### src/rtl/jtkunio_bram_ba_pkg.sv
// Shared types and constants for the BRAM-backed SDRAM bank responder.
// JTKUNIO_BA_RR_EN selects round-robin bank arbitration.
package jtkunio_bram_ba_pkg;

    localparam int NBANK = 4;
    localparam int DW    = 16;
    localparam int CAW   = 22;

    typedef enum logic [2:0] {
        IDLE,
        BREAD,
        PWR,
        PRD,
        WAIT
    } state_t;

    function automatic logic [1:0] onehot_idx(input logic [NBANK-1:0] oh);
        logic [1:0] idx;
        idx = '0;
        for (int k = 0; k < NBANK; k++) begin
            if (oh[k]) idx = 2'(k);
        end
        return idx;
    endfunction

endpackage

### src/rtl/jtkunio_bram_arb.sv
// Bank request selector: one-hot grant from the request vector.
// JTKUNIO_BA_RR_EN: rotate priority after the last served bank; otherwise bank 0 wins.
module jtkunio_bram_arb
    import jtkunio_bram_ba_pkg::*;
(
    input  logic [NBANK-1:0] req,
`ifdef JTKUNIO_BA_RR_EN
    input  logic [1:0]       last,
`endif
    output logic [NBANK-1:0] grant
);

`ifdef JTKUNIO_BA_RR_EN
    // Walk from lowest to highest priority so the last hit is the winner
    always_comb begin
        logic [1:0] idx;
        grant = '0;
        idx   = '0;
        for (int k = NBANK; k >= 1; k--) begin
            idx = last + 2'(k);
            if (req[idx]) grant = NBANK'(1) << idx;
        end
    end
`else
    always_comb begin
        grant = '0;
        for (int k = NBANK - 1; k >= 0; k--) begin
            if (req[k]) grant = NBANK'(1) << k;
        end
    end
`endif

endmodule

### src/rtl/jtkunio_bram_ba.sv
// Replays the four-bank SDRAM and prog download handshakes on a single-port BRAM.
// JTKUNIO_BA_RR_EN enables round-robin bank selection (fixed priority otherwise). BURST must be 1..8.
module jtkunio_bram_ba
    import jtkunio_bram_ba_pkg::*;
#(
    parameter int AW    = 16,
    parameter int BURST = 2
) (
    input  logic             clk,
    input  logic             rst,
    input  logic             downloading,
    input  logic [CAW-1:0]   ba0_addr,
    input  logic [CAW-1:0]   ba1_addr,
    input  logic [CAW-1:0]   ba2_addr,
    input  logic [CAW-1:0]   ba3_addr,
    input  logic [NBANK-1:0] ba_rd,
    output logic [NBANK-1:0] ba_ack,
    output logic [NBANK-1:0] ba_dst,
    output logic [NBANK-1:0] ba_dok,
    output logic [NBANK-1:0] ba_rdy,
    output logic [DW-1:0]    data_read,
    input  logic [CAW-1:0]   prog_addr,
    input  logic [DW-1:0]    prog_data,
    input  logic [1:0]       prog_mask,
    input  logic [1:0]       prog_ba,
    input  logic             prog_we,
    input  logic             prog_rd,
    output logic             prog_ack,
    output logic             prog_dst,
    output logic             prog_dok,
    output logic             prog_rdy,
    output logic [AW-1:0]    mem_addr,
    output logic [DW-1:0]    mem_din,
    output logic [1:0]       mem_be,
    output logic             mem_we,
    input  logic [DW-1:0]    mem_dout
);

    state_t           state, state_nxt;
    logic [3:0]       cnt, cnt_nxt;
    logic [1:0]       sel;
    logic [AW-3:0]    addr_q;
    logic [DW-1:0]    data_q;
    logic             capture;
    logic [NBANK-1:0] grant;
    logic [1:0]       gidx;
    logic [AW-3:0]    gaddr;
    logic             unused_bits;

    assign unused_bits = ^{ba0_addr[CAW-1:AW-2], ba1_addr[CAW-1:AW-2],
                           ba2_addr[CAW-1:AW-2], ba3_addr[CAW-1:AW-2],
                           prog_addr[CAW-1:AW-2]};

`ifdef JTKUNIO_BA_RR_EN
    logic [1:0] last;

    jtkunio_bram_arb u_arb (
        .req   (ba_rd),
        .last  (last),
        .grant (grant)
    );
`else
    jtkunio_bram_arb u_arb (
        .req   (ba_rd),
        .grant (grant)
    );
`endif

    assign gidx = onehot_idx(grant);

    always_comb begin
        gaddr = '0;
        case (gidx)
            2'd0:    gaddr = ba0_addr[AW-3:0];
            2'd1:    gaddr = ba1_addr[AW-3:0];
            2'd2:    gaddr = ba2_addr[AW-3:0];
            default: gaddr = ba3_addr[AW-3:0];
        endcase
    end

    // cnt counts cycles inside a state; in BREAD the address leads the data by one cycle
    always_comb begin
        state_nxt = state;
        cnt_nxt   = cnt + 4'd1;
        ba_ack    = '0;
        ba_dst    = '0;
        ba_dok    = '0;
        ba_rdy    = '0;
        prog_ack  = 1'b0;
        prog_dst  = 1'b0;
        prog_dok  = 1'b0;
        prog_rdy  = 1'b0;
        mem_addr  = '0;
        mem_din   = '0;
        mem_be    = '0;
        mem_we    = 1'b0;
        capture   = 1'b0;
        case (state)
            IDLE: begin
                cnt_nxt = '0;
                if (prog_we)                      state_nxt = PWR;
                else if (prog_rd)                 state_nxt = PRD;
                else if (!downloading && |ba_rd)  state_nxt = BREAD;
            end
            BREAD: begin
                mem_addr = {sel, addr_q + (AW-2)'(cnt)};
                if (cnt == 4'd0) begin
                    ba_ack[sel] = 1'b1;
                end else begin
                    capture     = 1'b1;
                    ba_dok[sel] = 1'b1;
                    if (cnt == 4'd1)       ba_dst[sel] = 1'b1;
                    if (cnt == 4'(BURST))  ba_rdy[sel] = 1'b1;
                end
                if (cnt == 4'(BURST)) state_nxt = WAIT;
            end
            PWR: begin
                if (cnt == 4'd0) begin
                    prog_ack = 1'b1;
                    mem_we   = 1'b1;
                    mem_addr = {prog_ba, prog_addr[AW-3:0]};
                    mem_din  = prog_data;
                    mem_be   = ~prog_mask;
                end else begin
                    prog_rdy  = 1'b1;
                    state_nxt = WAIT;
                end
            end
            PRD: begin
                if (cnt == 4'd0) begin
                    prog_ack = 1'b1;
                    mem_addr = {prog_ba, prog_addr[AW-3:0]};
                end else begin
                    capture   = 1'b1;
                    prog_dst  = 1'b1;
                    prog_dok  = 1'b1;
                    prog_rdy  = 1'b1;
                    state_nxt = WAIT;
                end
            end
            WAIT: begin
                state_nxt = IDLE;
            end
            default: begin
                state_nxt = IDLE;
            end
        endcase
    end

    // Memory data passes straight through while valid, then the register holds it
    assign data_read = capture ? mem_dout : data_q;

    always_ff @(posedge clk or posedge rst) begin
        if (rst) begin
            state  <= IDLE;
            cnt    <= '0;
            sel    <= '0;
            addr_q <= '0;
            data_q <= '0;
        end else begin
            state  <= state_nxt;
            cnt    <= cnt_nxt;
            data_q <= data_read;
            if (state == IDLE && state_nxt == BREAD) begin
                sel    <= gidx;
                addr_q <= gaddr;
            end
        end
    end

`ifdef JTKUNIO_BA_RR_EN
    always_ff @(posedge clk or posedge rst) begin
        if (rst) begin
            last <= 2'd3;
        end else if (state == IDLE && state_nxt == BREAD) begin
            last <= gidx;
        end
    end
`endif

endmodule
### config.mk
export PLATFORM = sky130hd
export DESIGN_NAME = jtkunio_bram_ba
export DESIGN_NICKNAME = d
export VERILOG_FILES = /design/src/rtl/jtkunio_bram_ba_pkg.sv /design/src/rtl/jtkunio_bram_arb.sv /design/src/rtl/jtkunio_bram_ba.sv
export SDC_FILE = /design/constraint.sdc
export NUM_CORES = 1
export LEC_CHECK = 0
export ABC_AREA = 1
export CORE_MARGIN = 4
export CORE_UTILIZATION = 50
export CTS_CLUSTER_SIZE = 12
export DETAILED_ROUTE_END_ITERATION = 7
export DONT_BUFFER_PORTS = 1
export PLACE_DENSITY_LB_ADDON = 0.08
export SETUP_SLACK_MARGIN = 0.02
export SLEW_MARGIN = 20
export SYNTH_ARGS = -nofsm -noshare
export SYNTH_HDL_FRONTEND = slang
export SYNTH_HIERARCHICAL = 1
export SYNTH_SLANG_ARGS = --single-unit
### constraint.sdc
create_clock -name clk -period 3 [get_ports clk]
set_input_delay 0.6 -clock clk [delete_from_list [all_inputs] [get_ports clk]]
set_output_delay 0.6 -clock clk [all_outputs]
set_load 0.02 [all_outputs]
## Yosys cells after proc, flatten, opt, wreduce, memory -nomap -nowiden

Cells that the tools add are included.

- Bits in registers: 39
- Bits in latches: 0
- Bits in writable memories: 0
- Bits in read-only memories: 0
- Bits of input ports: 155
- Output and inout port bits: 71
- Logic and storage cells: 69
- Memories: 0

- $add $sub $neg: 2
- Multipliers: 0
- Divide/modulo/power cells: 0
- Magnitude comparators: 2
- Equal/unequal tests: 8
- Shift-type cells: 0
- Muxes and demuxes: 41
- Bitwise gates (word level): 1
- Reductions and logical operators: 10

Operator list:

| kind | count |
|---|---|
| $mux 16 | 4 |
| $mux 4 | 15 |
| $pmux 14 s3 | 1 |
| $pmux 16 s2 | 1 |
| $mux 3 | 5 |
| $add 14x4->14 | 1 |
| $mux 1 | 9 |
| $pmux 3 s3 | 1 |
| $mux 2 | 4 |
| $eq 3x1->1 const B | 2 |
| $eq 3x2->1 const B | 2 |
| $add 4x1->4 const B | 1 |
| $eq 4x1->1 const B | 1 |
| $eq 4x2->1 const B | 1 |
| $logic_not 4->1 | 1 |
| $reduce_or 2->1 | 2 |
| $reduce_or 4->1 | 1 |
| $logic_and 1x1->1 | 3 |
| $logic_not 3->1 | 1 |
| $lt 2x3->1 const B | 1 |
| $demux 1 s2 | 1 |
| $eq 2x1->1 const B | 1 |
| $eq 2x2->1 const B | 1 |
| $ge 2x1->1 const B | 1 |
| other kinds (3) | 3 |

## Longest topological paths before layout

- Word-level depth: 9
- Mapped depth: 12
- Mapped depth without buffers: 11

## Cells and area by module

The synthesis kept the hierarchy.

Modules (own cells, without submodules):

| module | times used | cells each | area each (um2) | sequential area each (um2) |
|---|---|---|---|---|
| jtkunio_bram_ba | 1 | 451 | 3,140.5 | 975.9 |
| jtkunio_bram_arb | 1 | 9 | 37.5 | 0.0 |

## Worst setup path before layout

Ideal clock, no wire load.

- Path kind: register -> output
- From: reg cnt[0]
- To: out mem_addr[12]
- Arrival time: 1.994 ns
- Setup slack: 0.406 ns
- Stages on the path, launching flop included: 11
- Buffers on the path: 0
- Path through: dfrtp_1 > ha_1 > inv_1 > fa_1 > inv_1 > nand3_1 > nand2_1 > nand3_1 > nand2_1 > nand2_1 > o21ai_0

- Word-level cells in the longest chain between the ends: 3
- Elaborated cells between the ends (all ways): 4

RTL lines:

| what | RTL line | text |
|---|---|---|
| start: declaration | jtkunio_bram_ba.sv:40 | `logic [3:0] cnt, cnt_nxt;` |
| start signal: assignment | jtkunio_bram_ba.sv:162 | `cnt <= cnt_nxt;` |
| branches (longest 2 deep; another with $add 14x4->14) | - |  |
| $pmux 16 s2 * | jtkunio_bram_ba.sv:98 | `case (state)` |
| end: declaration | jtkunio_bram_ba.sv:32 | `output logic [AW-1:0] mem_addr,` |

Mark *: on every way between the ends.

## Final worst setup path

- From: reg cnt[0]
- To: out mem_addr[6]

Same word-level chain as after synthesis.

==> impl_metrics.ini <==
[outcome]
status = finished, final reports clean

[sta]
tightest_slew_ps = 644.0
fin_ws_ps = 202.8
fin_tns_setup_ps = 0
hold_viol = 0
slew_viol_final = 0
skew_ps = 10.81
finalCriticalPeriod_ps = 2797
finalSetupViolations = 0
relSlewSlack = 0.5661
fmax_mhz = 357.5
hold_slack_ps = 300.6
post-route-period-util = 0.9324
grt_setup_unrepaired = false

[worst_setup_path]
critPathRequiredTime_ps = 2400
crit_path_top_delay_cell = dfrtp_2
worstReg2RegStart = cnt[0]
reg2reg_depth = 6
critical-path-top-delay-family = adder cells
path_class = flip-flop to output pin
worstPathCellList = ha_1 -> inv_1 -> fa_1 -> inv_1 -> nand3_1 -> nand2_2 -> nand2_1 -> o21ai_0 -> nand3_1 -> nand2_1
worst-path-buf-inv = 2
reg2reg_to = data_q[2]
cp.arrival_ps = 2200
cp_slowest_stage_delay_ps = 400
path_max_fanout = 6
cp-start-kind = flip-flop
r2r_setup_slack_ps = 1040
cp-end-kind = output pin

[final_layout]
multi_input_area_um2 = 1804
n_antenna_cell = 0
stdcell_area_um2 = 3342
nets = 626
seq_area_um2 = 977.2
syn_to_final_growth_pct = 5.407
layout-drive-gt1-share = 0.1533
nFillCells = 615

[clocking]
clockBufferDepth = 2
clock_sinks = 39
hold_buffers = 0
worst_setup_hold_path_clk_slew_ps = 80
numCtsBuffers = 5
cts_max_level = 2
clock_tree.root_cell = clkbuf_8
cts_tree = built
clock_latency_ps = 290

[route]
via_count = 2966
final_antenna_net_count = 0
drt-total-wl_mm = 8.193
first_pass_iters = 4
drc_errors = 0
routedWlPerCell_um = 15.23
vias_per_cell = 5.513
first_iter_violations = 112

[pwr]
ir_drop_mv = 0.6583
p_comb_frac = 0.576
switching_share = 0.5186
power_uw = 3076
leakage_uw = 0.001796
p_int_uw = 1481
power_frac_seq = 0.312
switchingPower_uw = 1595
p_per_area_nw_per_um2 = 920.6
clkPwrFrac = 0.112

[floorplan]
coreArea_um2 = 6026
die_area_um2 = 7679
start_util = 0.5262
die-height_um = 87.63
pin_count = 226
rows = 28
die_w_um = 87.63

[global_routing]
grt_busiest_layer = met2
grt_antenna_before_repair = 0
grt_max_degree = 40
gr-usage-all-layers = 0.2025
use_met1 = 0.2725
grt_pass1_vias = 2635
grtUsageMet3 = 0.05644
use_met2 = 0.3151
gr-total-overflow = 0
grt_first_pass_wirelength_mm = 12.42

[hold_path]
hold_path.class = primary input to asynchronous set/reset pin

[placement]
dp_hpwl_mm = 6.582
placed_cell_area_um2 = 3227
io_buffers = 0
dp_slack_ps = 358.4
gp_congestion = 0.8416

[yosys]
syn-num-nets = 623
yosys_warnings = 6
synth_area_um2 = 3171
synth_cells = 459
avgSynthCellArea_um2 = 6.907

[run]
maxCapViolCount = 0
worst max path at each step:
stage / startpoint / to / slack, ps / depth (start not counted)
2_1_floorplan: cnt[0] / mem_addr[12] / 410 / 10
6_report: cnt[0] / mem_addr[6] / 200 / 10
3_3_place_gp: cnt[0] / mem_addr[12] / 390 / 11
3_5_place_dp: cnt[0] / mem_addr[6] / 360 / 10
5_1_grt: cnt[0] / mem_addr[6] / 40 / 10
4_1_cts: cnt[0] / mem_addr[6] / 30 / 10
power groups by stage:
stage	Clock (µW)	Combinational (µW)	Sequential, µW
2_1_floorplan	0	1560	900
3_3_place_gp	0	1720	964
3_5_place_dp	0	1750	971
4_1_cts	351	1760	962
5_1_grt	374	1950	991
6_report	345	1770	961
what timing repair did:
item	CTS	global route
endpoints found under the setup margin	0	13
buffers inserted	0	3
resized for setup	0	3
layout make-up:
class / count / area share
clock buffer: 6 / 0.02171
clock inverter: 2 / 0.003744
inverter: 70 / 0.08049
multi-input combinational: 331 / 0.5399
sequential: 39 / 0.2924
tap: 75 / 0.02808
timing repair buffer: 15 / 0.03370
registers in the layout (all words and copies together) (netlist names):
name	count
sel	2
cnt	4
data_q	16
state	3
addr_q	14
per-layer routing:
layer	wire, µm	vias to the layer above
li1	-	1477
met1	3496	1334
met2	3796	144
met3	777	11
met4	124	0
met5	0	-
layout by cell type (no fill, tap or decap), types with 2 or more instances in the layout:
cell type / instances
nand2_1: 120
inv_1: 64
nand3_1: 48
nor2_1: 45
dfrtp_1: 38
nand4_1: 30
buf_4: 15
a21oi_1: 14
or2_2: 11
o21ai_0: 10
mux2_4: 10
ha_1: 8
mux2_2: 6
clkbuf_8: 5
nand2_2: 4
nor2_4: 4
inv_2: 4
nor4_1: 4
nor3_1: 3
nor2_2: 3
clkinvlp_4: 2
xor2_1: 2
stage by stage:
| stage | std cells | util |
|---|---|---|
| 2_1_floorplan | 459 | - |
| 3_3_place_gp | 527 | 0.5355 |
| 3_5_place_dp | 527 | 0.5355 |
| 4_1_cts | 535 | 0.5496 |
| 5_1_grt | 538 | 0.5546 |
| 6_report | 538 | 0.5546 |
No activity file was read; power rests on OpenSTA's default activity.
